## src/rtl/fdiv_seq.sv

```systemverilog
// Sequential IEEE-754 single-precision divider: 25-step restoring mantissa division, truncating.
// Define FDIV_SPECIAL_CASE_EN to resolve zero/inf/NaN operands at accept time without iterating.
module fdiv_seq #(
    parameter int N = 32
) (
    input  logic         clk,
    input  logic         rst_n,
    input  logic         in_valid,
    output logic         in_ready,
    input  logic [N-1:0] a,
    input  logic [N-1:0] b,
    output logic         out_valid,
    input  logic         out_ready,
    output logic [N-1:0] out
);

    typedef enum logic [1:0] {IDLE, CALC, NORM, DONE} state_t;

    state_t       state_q, state_d;
    logic [24:0]  rem_q, rem_d;
    logic [23:0]  div_q, div_d;
    logic [24:0]  quo_q, quo_d;
    logic [4:0]   cnt_q, cnt_d;
    logic [7:0]   aexp_q, aexp_d;
    logic [7:0]   bexp_q, bexp_d;
    logic         sign_q, sign_d;
    logic [N-1:0] out_q, out_d;
    logic [23:0]  diff;
    logic         accept;

    // Exponent rebias, one-bit normalisation and zero/infinity saturation of the raw quotient.
    function automatic logic [N-1:0] pack_result(input logic sign, input logic [7:0] ea,
                                                 input logic [7:0] eb, input logic [24:0] q);
        logic signed [9:0] e;
        logic [22:0]       m;
        e = $signed({2'b00, ea}) - $signed({2'b00, eb}) + 10'sd127;
        if (q[24]) begin
            m = q[23:1];
        end else begin
            m = q[22:0];
            e = e - 10'sd1;
        end
        if (ea == 8'd0 || e <= 10'sd0)
            return {sign, 31'h0};
        else if (e >= 10'sd255)
            return {sign, 8'hFF, 23'h0};
        else
            return {sign, e[7:0], m};
    endfunction

`ifdef FDIV_SPECIAL_CASE_EN
    // Returns {is_special, result}; is_special=0 means the operands need the iterative path.
    function automatic logic [N:0] special_case(input logic [N-1:0] x, input logic [N-1:0] y);
        logic xn, yn, xi, yi, xz, yz, s;
        xn = (&x[30:23]) && (|x[22:0]);
        yn = (&y[30:23]) && (|y[22:0]);
        xi = (&x[30:23]) && !(|x[22:0]);
        yi = (&y[30:23]) && !(|y[22:0]);
        xz = !(|x[30:23]);
        yz = !(|y[30:23]);
        s  = x[31] ^ y[31];
        if (xn || yn || (xz && yz) || (xi && yi))
            return {1'b1, 32'h7FC00000};
        else if (yz)
            return {1'b1, s, 8'hFF, 23'h0};
        else if (xz || yi)
            return {1'b1, s, 31'h0};
        else if (xi)
            return {1'b1, s, 8'hFF, 23'h0};
        else
            return {1'b0, 32'h0};
    endfunction

    logic [N:0] spec;
    assign spec = special_case(a, b);
`endif

    assign accept    = in_valid && (state_q == IDLE);
    assign in_ready  = (state_q == IDLE);
    assign out_valid = (state_q == DONE);
    assign out       = out_q;

    always_comb begin
        state_d = state_q;
        rem_d   = rem_q;
        div_d   = div_q;
        quo_d   = quo_q;
        cnt_d   = cnt_q;
        aexp_d  = aexp_q;
        bexp_d  = bexp_q;
        sign_d  = sign_q;
        out_d   = out_q;
        // Only used when rem >= div, where the true difference fits in 24 bits.
        diff    = rem_q[23:0] - div_q;
        case (state_q)
            IDLE: begin
                if (accept) begin
                    rem_d   = {2'b01, a[22:0]};
                    div_d   = {1'b1, b[22:0]};
                    quo_d   = '0;
                    cnt_d   = 5'd24;
                    aexp_d  = a[30:23];
                    bexp_d  = b[30:23];
                    sign_d  = a[31] ^ b[31];
                    state_d = CALC;
`ifdef FDIV_SPECIAL_CASE_EN
                    if (spec[N]) begin
                        out_d   = spec[N-1:0];
                        state_d = DONE;
                    end
`endif
                end
            end
            CALC: begin
                if (rem_q >= {1'b0, div_q}) begin
                    quo_d = {quo_q[23:0], 1'b1};
                    rem_d = {diff, 1'b0};
                end else begin
                    quo_d = {quo_q[23:0], 1'b0};
                    rem_d = {rem_q[23:0], 1'b0};
                end
                if (cnt_q == 5'd0)
                    state_d = NORM;
                else
                    cnt_d = cnt_q - 5'd1;
            end
            NORM: begin
                out_d   = pack_result(sign_q, aexp_q, bexp_q, quo_q);
                state_d = DONE;
            end
            DONE: begin
                if (out_ready)
                    state_d = IDLE;
            end
            default: state_d = IDLE;
        endcase
    end

    always_ff @(posedge clk or negedge rst_n) begin
        if (!rst_n) begin
            state_q <= IDLE;
            rem_q   <= '0;
            div_q   <= '0;
            quo_q   <= '0;
            cnt_q   <= '0;
            aexp_q  <= '0;
            bexp_q  <= '0;
            sign_q  <= 1'b0;
            out_q   <= '0;
        end else begin
            state_q <= state_d;
            rem_q   <= rem_d;
            div_q   <= div_d;
            quo_q   <= quo_d;
            cnt_q   <= cnt_d;
            aexp_q  <= aexp_d;
            bexp_q  <= bexp_d;
            sign_q  <= sign_d;
            out_q   <= out_d;
        end
    end

endmodule

```

## config.mk

```make
export PLATFORM = sky130hd
export DESIGN_NAME = fdiv_seq
export DESIGN_NICKNAME = d
export VERILOG_FILES = /design/src/rtl/fdiv_seq.sv
export SDC_FILE = /design/constraint.sdc
export NUM_CORES = 1
export LEC_CHECK = 0
export ABC_AREA = 1
export CORE_UTILIZATION = 60
export DETAILED_ROUTE_END_ITERATION = 8
export DONT_BUFFER_PORTS = 1
export PLACE_DENSITY = 0.85
export SYNTH_ARGS = -nofsm -noshare
export SYNTH_HDL_FRONTEND = slang
export SYNTH_SLANG_ARGS = --single-unit
```

## constraint.sdc

```tcl
create_clock -name clk -period 3.25 [get_ports clk]
set_input_delay 0.325 -clock clk [delete_from_list [all_inputs] [get_ports clk]]
set_output_delay 0.325 -clock clk [all_outputs]
set_load 0.005 [all_outputs]
```

==> metrics.csv <==
stage,metric,value,unit
placement,place.gp.congestion,0.889,
die,coreArea,0.0132,mm^2
timing,fmax,0.319,GHz
layout,nNetsFinal,1203,
worst_setup_path,critical_path_class,flip-flop to flip-flop,
placement,dp_slack,-0.234,ns
cts,clock-sinks,130,
placement,place_hpwl,12.3,mm
synthesis,synthTopCellsByCount,"293 x nand2_1, 140 x inv_1, 130 x dfrtp_1",
synthesis,syn_area,0.00813,mm^2
timing,finClkSkew,0.00726,ns
global_routing,grt_pass1_vias,6630,
layout,drive_gt1_share,12.1,%
die,die_area,0.0140,mm^2
layout,area_delta_synth_final,11.1,%
worst_setup_path,critPathMaxStageDelay,0.52,ns
synthesis,synth.most_common_cell,nand2_1,
synthesis,synth_top_area_cell,dfrtp_1,
global_routing,grt_pass1_wl,30.6,mm
die,die_y,118,um
worst_setup_path,crit_fanout,16,
worst_setup_path,cp.depth,22,
worst_setup_path,path_common_cell,nand2_1,
global_routing,grt_usage,27.1,%
timing,layout_min_cycle_time,3.14,ns
timing,final_hold_viol_count,130,
run_status,status,"complete, but fails checks",
timing,fin_ws,0.114,ns
timing,tightest_slew,0.775,ns
global_routing,overflow,0,
global_routing,grt_max_degree,131,
die,io_pins,102,
cts,clockBufferDepth,2,
worst_setup_path,path_cells,inv_2 > ha_2 > inv_2 > fa_2 > inv_2 > ha_4 > inv_1 > nor2_2 > nand2_2 > nor2_2 > nand2_2 > nand2_1 > inv_1 > nor2_4 > nand2_1 > nor2_1 > nand2_1 > nor2_4 > nor2_4 > buf_12 > nand3_1 > nand2_1,
placement,place.port_buffers,0,
worst_setup_path,cp_top_family,simple AND/OR/NAND/NOR gates,
cts,cts_root_buf,clkbuf_16,
timing,setup_viol_count_final,0,
global_routing,antenna_found_initial,0,
synthesis,synth-main-ff-cell,dfrtp_1,
layout,final_core_util,68.2,%
synthesis,synth_nets,1202,
worst_setup_path,worstSetupEndpointType,flip-flop,
synthesis,synth.avg_cell_area,7.44,um^2
layout,n_antenna_cell,0,
cts,cts_tree,done,
die,fp.dieW,118,um
synthesis,ys_warn_count,0,
synthesis,synth_edf_count,0,
timing,holdWs,-0.402,ns
detailed_routing,drc,0,
cts,clk_latency,0.42,ns
synthesis,synth-seq-cells,130,
die,initial_core_util,61.4,%
worst_setup_path,crit_slowest_cell,fa_2,
timing,relSlewSlack,48.3,%
synthesis,async_flop_share,100,%
worst_setup_path,reg2reg_depth,22,
detailed_routing,routed_via_density,5.44,
worst_setup_path,start_kind,flip-flop,
cts,numCtsBuffers,17,
worst_setup_path,worstPathRequired,3.56,ns
synthesis,yosysSeqAreaShare,40.0,%
detailed_routing,drt_iter0_markers,448,
synthesis,synthCells,1092,
timing,slew_viol_final,0,
synthesis,synth_top_area_share,40.0,%
worst_setup_path,arrival,3.45,ns
detailed_routing,dr_total_vias,6978,
detailed_routing,wire_per_inst,14.3,um
synthesis,synth.area.top_cells,"dfrtp_1 40%, nand2_1 14%, inv_1 6.5%, ha_1 6.2%, o21ai_0 5.9%",
run_status,violations,negative hold slack,
min_path,hold_path_class,input port to asynchronous set/reset pin,
cts,h-tree-depth,4,
synthesis,synth_cell_types,36,
worst_setup_path,critPathBufInv,6,
job,drv_cap,0,
timing,period_share,96.5,%
die,fp-row-count,42,
detailed_routing,wl,18.3,mm
detailed_routing,final_antenna_net_count,0,
cts,clkTransAtPathRegs,0.06,ns
detailed_routing,drt_pass1_iterations,5,
## placed cells by master, fill, tap and decap left out, drive strengths merged, types with 2 or more instances in the layout
| cell | synthesis | routed |
|---|---|---|
| o211ai | 4 | 4 |
| o21ai | 96 | 96 |
| xor2 | 12 | 12 |
| a21oi | 92 | 92 |
| nand3 | 71 | 71 |
| nand4 | 9 | 9 |
| xnor2 | 9 | 9 |
| o21bai | 3 | 3 |
| nor2 | 73 | 74 |
| inv | 147 | 148 |
| bufinv | 0 | 3 |
| ha | 40 | 40 |
| a21o | 4 | 4 |
| nor4 | 4 | 4 |
| fa | 2 | 2 |
| nand2 | 311 | 312 |
| o22ai | 27 | 27 |
| clkbuf | 26 | 19 |
| nor3 | 6 | 6 |
| buf | 14 | 21 |
| or2 | 4 | 4 |
| dfrtp | 130 | 130 |
| clkinv | 0 | 7 |
| clkinvlp | 0 | 2 |
| a31oi | 3 | 3 |
## through the flow
step / area (um^2) / hold slack [ns] / std cells / TNS (ns)
after CTS: 8900 / -0.411 / 1277 / 0
after detailed placement: 8260 / 0.0327 / 1243 / -4.87
after global routing: 9030 / -0.418 / 1282 / -0.841
final: 9030 / -0.402 / 1282 / 0
after floorplan: 8130 / 0.0294 / 1092 / 0
after global placement: 8260 / 0.0339 / 1243 / -1.70
## flip-flops by register name (all words and copies together) (netlist names)
register  cells
div_q        24
bexp_q        8
sign_q        1
quo_q        25
rem_q        25
out          32
aexp_q        8
state_q       2
cnt_q         5
## cells by family after synthesis
| group | count (synthesis) | share of synthesized area, % |
|---|---|---|
| buffers and inverters | 188 | 9.37 |
| AND/OR/NAND/NOR | 478 | 26.3 |
| XOR/XNOR | 21 | 2.26 |
| adder cells (fa/ha/maj) | 42 | 6.65 |
| flip-flops | 130 | 40.0 |
| AO/OA/AOI/OAI | 233 | 15.3 |
## worst reg2reg max path, cell delays in order, from the launching register on
cell and delay, ns:
dfrtp_1 0.39, inv_2 0.06, ha_2 0.16, inv_2 0.05
fa_2 0.52, inv_2 0.06, ha_4 0.27, inv_1 0.04
nor2_2 0.12, nand2_2 0.09, nor2_2 0.09, nand2_2 0.07
nand2_1 0.07, inv_1 0.06, nor2_4 0.13, nand2_1 0.06
nor2_1 0.09, nand2_1 0.09, nor2_4 0.21, nor2_4 0.07
buf_12 0.15, nand3_1 0.11, nand2_1 0.06
## final cells by class
class	instances	area, um^2
clock buffers	19	443
clock inverters	13	160
fillers	1091	4210
inverters	147	552
multi-input cells	776	4220
flip-flops and latches	130	3250
well taps	176	220
repair buffers	21	183
## worst paths after layout
| path | start | to | slack, ns |
|---|---|---|---|
| min in group clk | a[28] | aexp_q[5] | 0.02 |
| max in group asynchronous | rst_n | rem_q[1] | 3.43 |
| min | rst_n | out[7] | -0.40 |
| max reg2reg | aexp_q[0] | out[13] | 0.11 |
| min reg2reg | div_q[23] | div_q[23] | 0.47 |
| max | aexp_q[0] | out[13] | 0.11 |
## routing by layer
| metal | wire [um] | share of wire [%] | vias to the layer above | global-route usage (%) |
|---|---|---|---|---|
| met1 | 8470 | 46 | 3238 | 36.5 |
| met5 | 0 | 0 | - | 0 |
| met3 | 752 | 4.1 | 30 | 4.68 |
| li1 | - | - | 3550 | - |
| met2 | 8710 | 48 | 160 | 44.3 |
| met4 | 352 | 1.9 | 0 | 9.18 |
## repair_timing
| item | 4_1_cts | 5_1_grt |
|---|---|---|
| pin swaps | 1 | 10 |
| buffers inserted | 1 | 4 |
| endpoints found under the setup margin | 31 | 31 |
| endpoints found under the hold margin | 130 | 130 |
| resized for setup | 1 | 24 |
| cloned | 1 | 1 |
Power is not shown: default switching activity piles up to over one toggle a cycle in this logic, so the estimate is an artifact.
